<file path="src/rtl/ram_arbiter.sv">
// Round-robin arbiter and sequencer for the single shared RAM port.
// Picks one cache requester, holds its RAM request until the RAM answers
// ACCESS, pulses that requester's wait low for one cycle, then rotates priority.
module ram_arbiter #(
    parameter int N_REQ  = 4,
    parameter int ADDR_W = 32,
    parameter int DATA_W = 32
) (
    input  logic                                clk_i,
    input  logic                                rst_ni,
    input  logic [N_REQ-1:0]                    req_ren_i,
    input  logic [N_REQ-1:0]                    req_wen_i,
    input  logic [N_REQ-1:0][ADDR_W-1:0]        req_addr_i,
    input  logic [N_REQ-1:0][DATA_W-1:0]        req_store_i,
    output logic [N_REQ-1:0]                    req_wait_o,
    output logic [DATA_W-1:0]                   req_load_o,
    input  logic [1:0]                          ramstate_i,
    input  logic [DATA_W-1:0]                   ramload_i,
    output logic                                ramREN_o,
    output logic                                ramWEN_o,
    output logic [ADDR_W-1:0]                   ramaddr_o,
    output logic [DATA_W-1:0]                   ramstore_o,
    output logic                                grant_vld_o,
    output logic [$clog2(N_REQ)-1:0]            grant_id_o
);

    localparam int IDX_W = $clog2(N_REQ);

    typedef enum logic [1:0] {
        RAM_FREE   = 2'd0,
        RAM_BUSY   = 2'd1,
        RAM_ACCESS = 2'd2,
        RAM_ERROR  = 2'd3
    } ramstate_t;

    typedef enum logic {
        ST_IDLE  = 1'b0,
        ST_OWNED = 1'b1
    } state_t;

    state_t             state_q, state_d;
    logic [IDX_W-1:0]   rrPtr_q, rrPtr_d;
    logic [IDX_W-1:0]   owner_q, owner_d;

    logic [N_REQ-1:0]   active;
    logic [IDX_W-1:0]   pick;
    logic               found;
    logic [IDX_W-1:0]   ownerNext;
    logic               ownerActive;
    logic               ramAccess;

    assign active      = req_ren_i | req_wen_i;
    assign ownerActive = active[owner_q];
    assign ramAccess   = (ramstate_t'(ramstate_i) == RAM_ACCESS);
    assign ownerNext   = (owner_q == IDX_W'(N_REQ - 1)) ? '0 : owner_q + 1'b1;

    // Read data is broadcast; only the requester whose wait drops consumes it.
    assign req_load_o = ramload_i;

    // Search for the first active requester starting at the round-robin pointer.
    always_comb begin
        logic [IDX_W-1:0] cand;
        pick  = '0;
        found = 1'b0;
        cand  = '0;
        for (int k = 0; k < N_REQ; k++) begin
            cand = IDX_W'((int'(rrPtr_q) + k) % N_REQ);
            if (!found && active[cand]) begin
                found = 1'b1;
                pick  = cand;
            end
        end
    end

    // Next-state logic and RAM/requester outputs; the owner's request is forwarded live.
    always_comb begin
        state_d     = state_q;
        rrPtr_d     = rrPtr_q;
        owner_d     = owner_q;
        req_wait_o  = '1;
        ramREN_o    = 1'b0;
        ramWEN_o    = 1'b0;
        ramaddr_o   = '0;
        ramstore_o  = '0;
        grant_vld_o = 1'b0;
        grant_id_o  = '0;
        case (state_q)
            ST_IDLE: begin
                if (found) begin
                    owner_d = pick;
                    state_d = ST_OWNED;
                end
            end
            ST_OWNED: begin
                grant_vld_o = 1'b1;
                grant_id_o  = owner_q;
                ramaddr_o   = req_addr_i[owner_q];
                ramstore_o  = req_store_i[owner_q];
                if (!ownerActive) begin
                    state_d = ST_IDLE;
                end else begin
                    ramWEN_o = req_wen_i[owner_q];
                    ramREN_o = req_ren_i[owner_q] & ~req_wen_i[owner_q];
                    if (ramAccess) begin
                        req_wait_o[owner_q] = 1'b0;
                        state_d             = ST_IDLE;
                        rrPtr_d             = ownerNext;
                    end
                end
            end
            default: state_d = ST_IDLE;
        endcase
    end

    // State, priority pointer and owner registers.
    always_ff @(posedge clk_i or negedge rst_ni) begin
        if (!rst_ni) begin
            state_q <= ST_IDLE;
            rrPtr_q <= '0;
            owner_q <= '0;
        end else begin
            state_q <= state_d;
            rrPtr_q <= rrPtr_d;
            owner_q <= owner_d;
        end
    end

endmodule

</file>
<file path="config.mk">
export PLATFORM = sky130hd
export DESIGN_NAME = ram_arbiter
export DESIGN_NICKNAME = d
export VERILOG_FILES = /design/src/rtl/ram_arbiter.sv
export SDC_FILE = /design/constraint.sdc
export NUM_CORES = 1
export LEC_CHECK = 0
export CORE_AREA = 2 2 156 158
export CTS_BUF_LIST = sky130_fd_sc_hd__clkbuf_8
export DETAILED_ROUTE_END_ITERATION = 8
export DIE_AREA = 0 0 158 160
export PLACE_DENSITY = 0.59
export SYNTH_ARGS = -nofsm -noshare
export SYNTH_HDL_FRONTEND = slang
export SYNTH_SLANG_ARGS = --single-unit
export TNS_END_PERCENT = 30
</file>
<file path="constraint.sdc">
create_clock -name clk_i -period 1.78 [get_ports clk_i]
set_input_delay 0.178 -clock clk_i [delete_from_list [all_inputs] [get_ports clk_i]]
set_output_delay 0.178 -clock clk_i [all_outputs]
set_load 0.02 [all_outputs]
</file>
# ---- After elaboration in Yosys (flattened, before gate mapping)
# Cells that the tools add are included.
dict set report op_classes {
  n_shift 0
  n_bitwise 5
  reduce_logical 9
  mul 0
  order_cmp 6
  add_sub_neg 4
  n_div 0
  n_eq_ne 2
  muxes 44
}
# cell n
set op_table {}
lappend op_table {{$bmux W32 S2} 2}
lappend op_table {{$mux W32} 4}
lappend op_table {{$mux W1} 20}
lappend op_table {{$lt A2 B3 Y1 const B} 5}
lappend op_table {{$bmux W1 S2} 7}
lappend op_table {{$mux W2} 6}
lappend op_table {{$mux W4} 3}
lappend op_table {{$add A2 B1 Y2 const B} 2}
lappend op_table {{$add A2 B2 Y2 const B} 2}
lappend op_table {{$eq A2 B2 Y1 const B} 2}
lappend op_table {{$logic_and A1 B1 Y1} 4}
lappend op_table {{$not A4 Y4} 1}
lappend op_table {{$or A4 B4 Y4} 1}
lappend op_table {{$logic_not A1 Y1} 3}
lappend op_table {{$reduce_and A3 Y1} 1}
lappend op_table {{$demux W1 S2} 1}
lappend op_table {{$ge A2 B1 Y1 const B} 1}
lappend op_table {{$not A1 Y1} 2}
lappend op_table {{$pmux W1 S2} 1}
lappend op_table {{$reduce_and A2 Y1} 1}
lappend op_table {{$and A1 B1 Y1} 1}
dict set report totals {
  latch_bits 0
  ff_bits 5
  mem_bits_rw 0
  input_bits 300
  rom_bits 0
  memories 0
}

# ---- Depth between registers and ports, before layout
dict set report depth {
  word_depth 15
  depth_mapped 5
}

# ---- Worst setup path before layout
# No wires, ideal clock.
dict set report synth_path {
  path_kind {register to output}
  startpoint {register owner_q[0]}
  endpoint {output port ramREN_o}
  path_stages_with_launch 6
  setup_slack_ns -0.076
  required_ns 1.602
  arrival_time_ns 1.678
  path_cell_list {dfrtp_1 > buf_4 > inv_2 > mux4_2 > nand2b_4 > nor3b_2}
}
dict set report synth_via {
  elab_chain_len 6
  word_cells_on_any_way 10
  classes_between {mux (8); bitwise (2)}
}
# element line_no
set synth_rtl {}
lappend synth_rtl {{start, declared} 43} ;# logic [IDX_W-1:0] owner_q, owner_d;
lappend synth_rtl {{start signal, assigned} 124} ;# owner_q <= owner_d;
lappend synth_rtl {{$bmux W1 S2} 103} ;# ramREN_o = req_ren_i[owner_q] & ~req_wen_i[owner_q];
lappend synth_rtl {{$mux W1 (implied by the code)} 103}
lappend synth_rtl {{$not A1 Y1} 103}
lappend synth_rtl {{$and A1 B1 Y1} 103}
lappend synth_rtl {{$mux W1 *} 99} ;# if (!ownerActive) begin
lappend synth_rtl {{$mux W1 *} 87} ;# case (state_q)
lappend synth_rtl {{end, declared} 19} ;# output logic ramREN_o,
# Every way passes the cells marked *; elsewhere a longest branch is shown, timed or not. The select of a mux whose other input is x is not followed.

# ---- Final worst setup path
dict set report layout_path {
  startpoint {register owner_q[0]}
  endpoint {output port ramaddr_o[19]}
}
dict set report layout_via {
  elab_chain_len 3
}
# element line_no
set layout_rtl {}
lappend layout_rtl {{$bmux W32 S2} 97} ;# ramaddr_o = req_addr_i[owner_q];
lappend layout_rtl {{$mux W32 (implied by the code)} 97}
lappend layout_rtl {{$mux W32} 87}
lappend layout_rtl {{end, declared} 21} ;# output logic [ADDR_W-1:0] ramaddr_o,
# Every way passes these cells. The select of a mux whose other input is x is not followed.

==> flow_metrics.py <==
metrics = {
    "run_status": {
        "outcome": "complete, but fails checks",
        "failing_checks": "negative setup slack",
    },
    "sta": {
        "final_worst_path_period_share_pct": 117,
        "worst_clock_skew_ns": 0.00382,
        "finalSetupViolations": 71,
        "fmaxAchievable_ghz": 0.478,
        "grt_setup_unrepaired": "true",
        "tightest_slew_ns": 0.270,
        "timing_max_transition_violations_final": 0,
        "fin_crit_ns": 2.09,
        "hold_viol_final": 0,
        "slew_headroom_pct": 81.8,
        "final_critical_path_setup_slack_ns": -0.310,
        "timing.setup.tns_ns": -15.40,
    },
    "floorplan": {
        "core_area_um2": 23800,
        "initial_standard_cell_utilization_of_the_core_pct": 11.2,
        "die_w_um": 158,
        "design.portCount": 405,
        "num_rows": 57,
        "die-area_um2": 25300,
        "fp.dieH_um": 160,
    },
    "yosys": {
        "netlist.top_cell.by_area": "sky130_fd_sc_hd__mux4_2",
        "synth_async_sr_flop_share_pct": 100,
        "post_synth_xor_area_fraction_pct": 0,
        "combinational_family_with_the_most_area_after_synthesis": "multiplexers",
        "ys_ff_latch": 5,
        "synth_mux_area_share_pct": 57.0,
        "post_synth_edffs": 0,
        "synth-main-ff-cell": "sky130_fd_sc_hd__dfrtp_1",
        "seq_area_frac_synth_pct": 4.69,
        "ys_top_cells_by_area": "sky130_fd_sc_hd__mux4_2 57%, sky130_fd_sc_hd__and2_1 15%, sky130_fd_sc_hd__buf_4 9.3%, sky130_fd_sc_hd__dfrtp_1 4.7%, sky130_fd_sc_hd__ha_1 1.9%",
        "post_synth_fa_ha_maj_area_fraction_pct": 1.88,
        "synth_simple_gate_area_share_pct": 19.0,
        "synth-compound-area-share_pct": 3.57,
        "syn_nets": 536,
        "yosysUniqueCellTypes": 28,
        "synth_top_area_share_pct": 56.6,
        "syn_warnings": 0,
        "netlist_top_cells_count": "67 x sky130_fd_sc_hd__mux4_2, 66 x sky130_fd_sc_hd__and2_1, 33 x sky130_fd_sc_hd__buf_4, 12 x sky130_fd_sc_hd__clkbuf_1, 8 x sky130_fd_sc_hd__buf_2",
        "synth_cells": 232,
        "synth_most_common_cell": "sky130_fd_sc_hd__mux4_2",
        "post_synth_instance_area_um2": 2670,
        "postSynthAreaPerCell_um2": 11.5,
    },
    "place": {
        "placedInstanceArea_um2": 6520,
        "numPortBuffers": 340,
        "place_hpwl_um": 12500,
        "globalplace.congestion": 0.769,
    },
    "worst_setup_path": {
        "regToRegStartpoint": "owner_q[0]",
        "criticalPathCategory": "reg -> out",
        "critical-path-slowest-cell": "sky130_fd_sc_hd__dfrtp_4",
        "cp.arrival_ns": 1.91,
        "worst_path_most_repeated_cell": "sky130_fd_sc_hd__buf_12",
        "critical_path.cell_chain": "buf_12, buf_12, buf_4, mux4_2, and2_4, buf_6",
        "critical_path_buf_inv_count": 4,
        "critPathCaptureType": "primary output",
        "worst_path_dominant_cell_family": "buffers and inverters",
        "critical_path_data_required_time_ns": 1.60,
        "cpPeakStageDelay_ns": 0.52,
        "critical_path.max_fanout": 7,
        "startpoint_of_the_worst_setup_timing_path": "owner_q[0]",
        "cp-start-kind": "flop",
    },
    "grt": {
        "met1_track_usage_gr_pct": 12.0,
        "met3_usage_pct": 2.17,
        "number_of_global_route_vias_before_repair": 3633,
        "global_route_wire_length_before_repair_um": 20600,
        "grt.overflow.total": 0,
        "busiest_layer": "met2",
        "gr_util_met2_pct": 20.1,
        "grt_util_all_layers_pct": 10.6,
        "grt_max_degree": 41,
        "grt_antenna_before_repair": 0,
    },
    "cts": {
        "cts-htree-levels": 1,
        "numCtsBuffers": 3,
        "cts.root.buffer_cell": "sky130_fd_sc_hd__clkbuf_8",
        "clk_path_buf_depth": 2,
        "clk_pin_slew_ns": 0.04,
        "clkLatencyLatePin_ns": 0.22,
        "tritoncts_clock_tree": "yes",
        "cts.sinks": 5,
        "ctsHoldBuffers": 0,
    },
    "finish": {
        "layout.nets": 878,
        "antenna-diode-count": 0,
        "drive_above_1_share_pct": 41.4,
        "syn_to_final_growth_pct": 156,
        "final_cell_area_um2": 6830,
        "final.fill_count": 2548,
    },
    "pwr": {
        "power.total_mw": 8.66,
        "vdd_ir_drop_max_mv": 0.603,
        "cellPowerDensity_nw_per_um2": 1270,
        "static_power_due_to_leakage_nw": 2.65,
    },
    "route": {
        "detail-route-antenna-nets": 0,
        "dr.pass1.iters": 4,
        "avgViaCountPerCell": 3.81,
        "vias": 3415,
        "remaining_drc_errors": 0,
        "postRouteWirelength_um": 14800,
        "routedWlPerCell_um": 16.5,
        "first_iter_violations": 115,
    },
    "hold_path": {
        "hp-class": "in -> async",
    },
    "job": {
        "drv.max_cap_violation_count": 0,
    },
}
-- power by group --
group	switching, mW	leakage, nW	internal [mW]
logic	3.43	2.57	4.74
registers	0.0999	0.0572	0.186
clock network	0.0560	0.0269	0.148
-- layout make-up --
type / count / area (um2) / area share (%)
multi-input combinational: 168 / 2290 / 33.6
tap: 324 / 405 / 5.94
clock buffer: 3 / 41.3 / 0.605
inverter: 4 / 17.5 / 0.257
sequential: 5 / 134 / 1.96
clock inverter: 1 / 3.75 / 0.0550
timing repair buffer: 392 / 3940 / 57.6
-- cells in the final DEF, fill, tap and decap left out, types with 3 or more instances in the layout --
cell type | netlist | layout
sky130_fd_sc_hd__buf_2 | 8 | 25
sky130_fd_sc_hd__mux4_2 | 67 | 67
sky130_fd_sc_hd__buf_6 | 2 | 49
sky130_fd_sc_hd__nand2_4 | 0 | 3
sky130_fd_sc_hd__and2_4 | 0 | 34
sky130_fd_sc_hd__ha_1 | 4 | 4
sky130_fd_sc_hd__buf_12 | 0 | 11
sky130_fd_sc_hd__nand2_1 | 6 | 3
sky130_fd_sc_hd__buf_8 | 0 | 3
sky130_fd_sc_hd__inv_1 | 3 | 4
sky130_fd_sc_hd__clkdlybuf4s50_1 | 0 | 267
sky130_fd_sc_hd__buf_4 | 33 | 32
sky130_fd_sc_hd__clkbuf_8 | 0 | 3
sky130_fd_sc_hd__nor2_1 | 4 | 4
sky130_fd_sc_hd__o21ai_0 | 4 | 4
sky130_fd_sc_hd__and2_1 | 66 | 32
-- metal layers --
layer	wire [um]	share of wire, %	vias up
li1	-	-	1551
met1	5510	37	1639
met2	7660	52	207
met3	1420	9.6	18
met4	169	1.1	0
met5	0	0	-
-- logic make-up (layout without fill, tap and decap cells) --
logic type	Yosys count	in the layout
buffers and inverters	59	400
multiplexers	68	68
AND/OR/NAND/NOR	82	82
flip-flops	5	5
adder cells (fa/ha/maj)	4	4
AO/OA/AOI/OAI	14	14
-- flip-flops by register name (all words and copies together), names as in the netlist --
register and flops:
owner_q 2, rrPtr_q 2, state_q 1
-- repair_timing --
item	4_1_cts	5_1_grt
buffers inserted	5	8
gates resized for setup	308	107
pin swaps	1	13
setup endpoints to repair	73	72
gates cloned	0	2
-- stage by stage --
stage	instances	hold WS [ns]	setup WS, ns	utilization [%]
floorplan	232	-0.118	-0.0290	-
global placement	878	0.356	-0.584	27.4
detailed placement	878	0.356	-0.600	27.4
CTS	887	0.198	-0.390	27.0
global route	897	0.201	-0.370	28.7
finish	897	0.188	-0.310	28.7
-- worst reg2reg max path: stages, from the launching register on --
cell and delay, ns:
sky130_fd_sc_hd__dfrtp_4 0.52, sky130_fd_sc_hd__inv_4 0.08, sky130_fd_sc_hd__mux4_2 0.51, sky130_fd_sc_hd__buf_6 0.14
sky130_fd_sc_hd__nor2_4 0.08, sky130_fd_sc_hd__buf_6 0.14, sky130_fd_sc_hd__buf_4 0.11, sky130_fd_sc_hd__mux2_1 0.30
-- worst paths after layout --
| kind | slack, ns | depth (start not counted) | end |
|---|---|---|---|
| max in group asynchronous | 1.37 | 1 | owner_q[1] |
| min in group clk_i | 0.36 | 0 | req_load_o[10] |
| max | -0.31 | 6 | ramaddr_o[19] |
| min | 0.19 | 1 | rrPtr_q[1] |
| min reg2reg | 0.60 | 2 | rrPtr_q[0] |
| max reg2reg | -0.23 | 7 | rrPtr_q[1] |
Power figures use the tool's default switching activity.
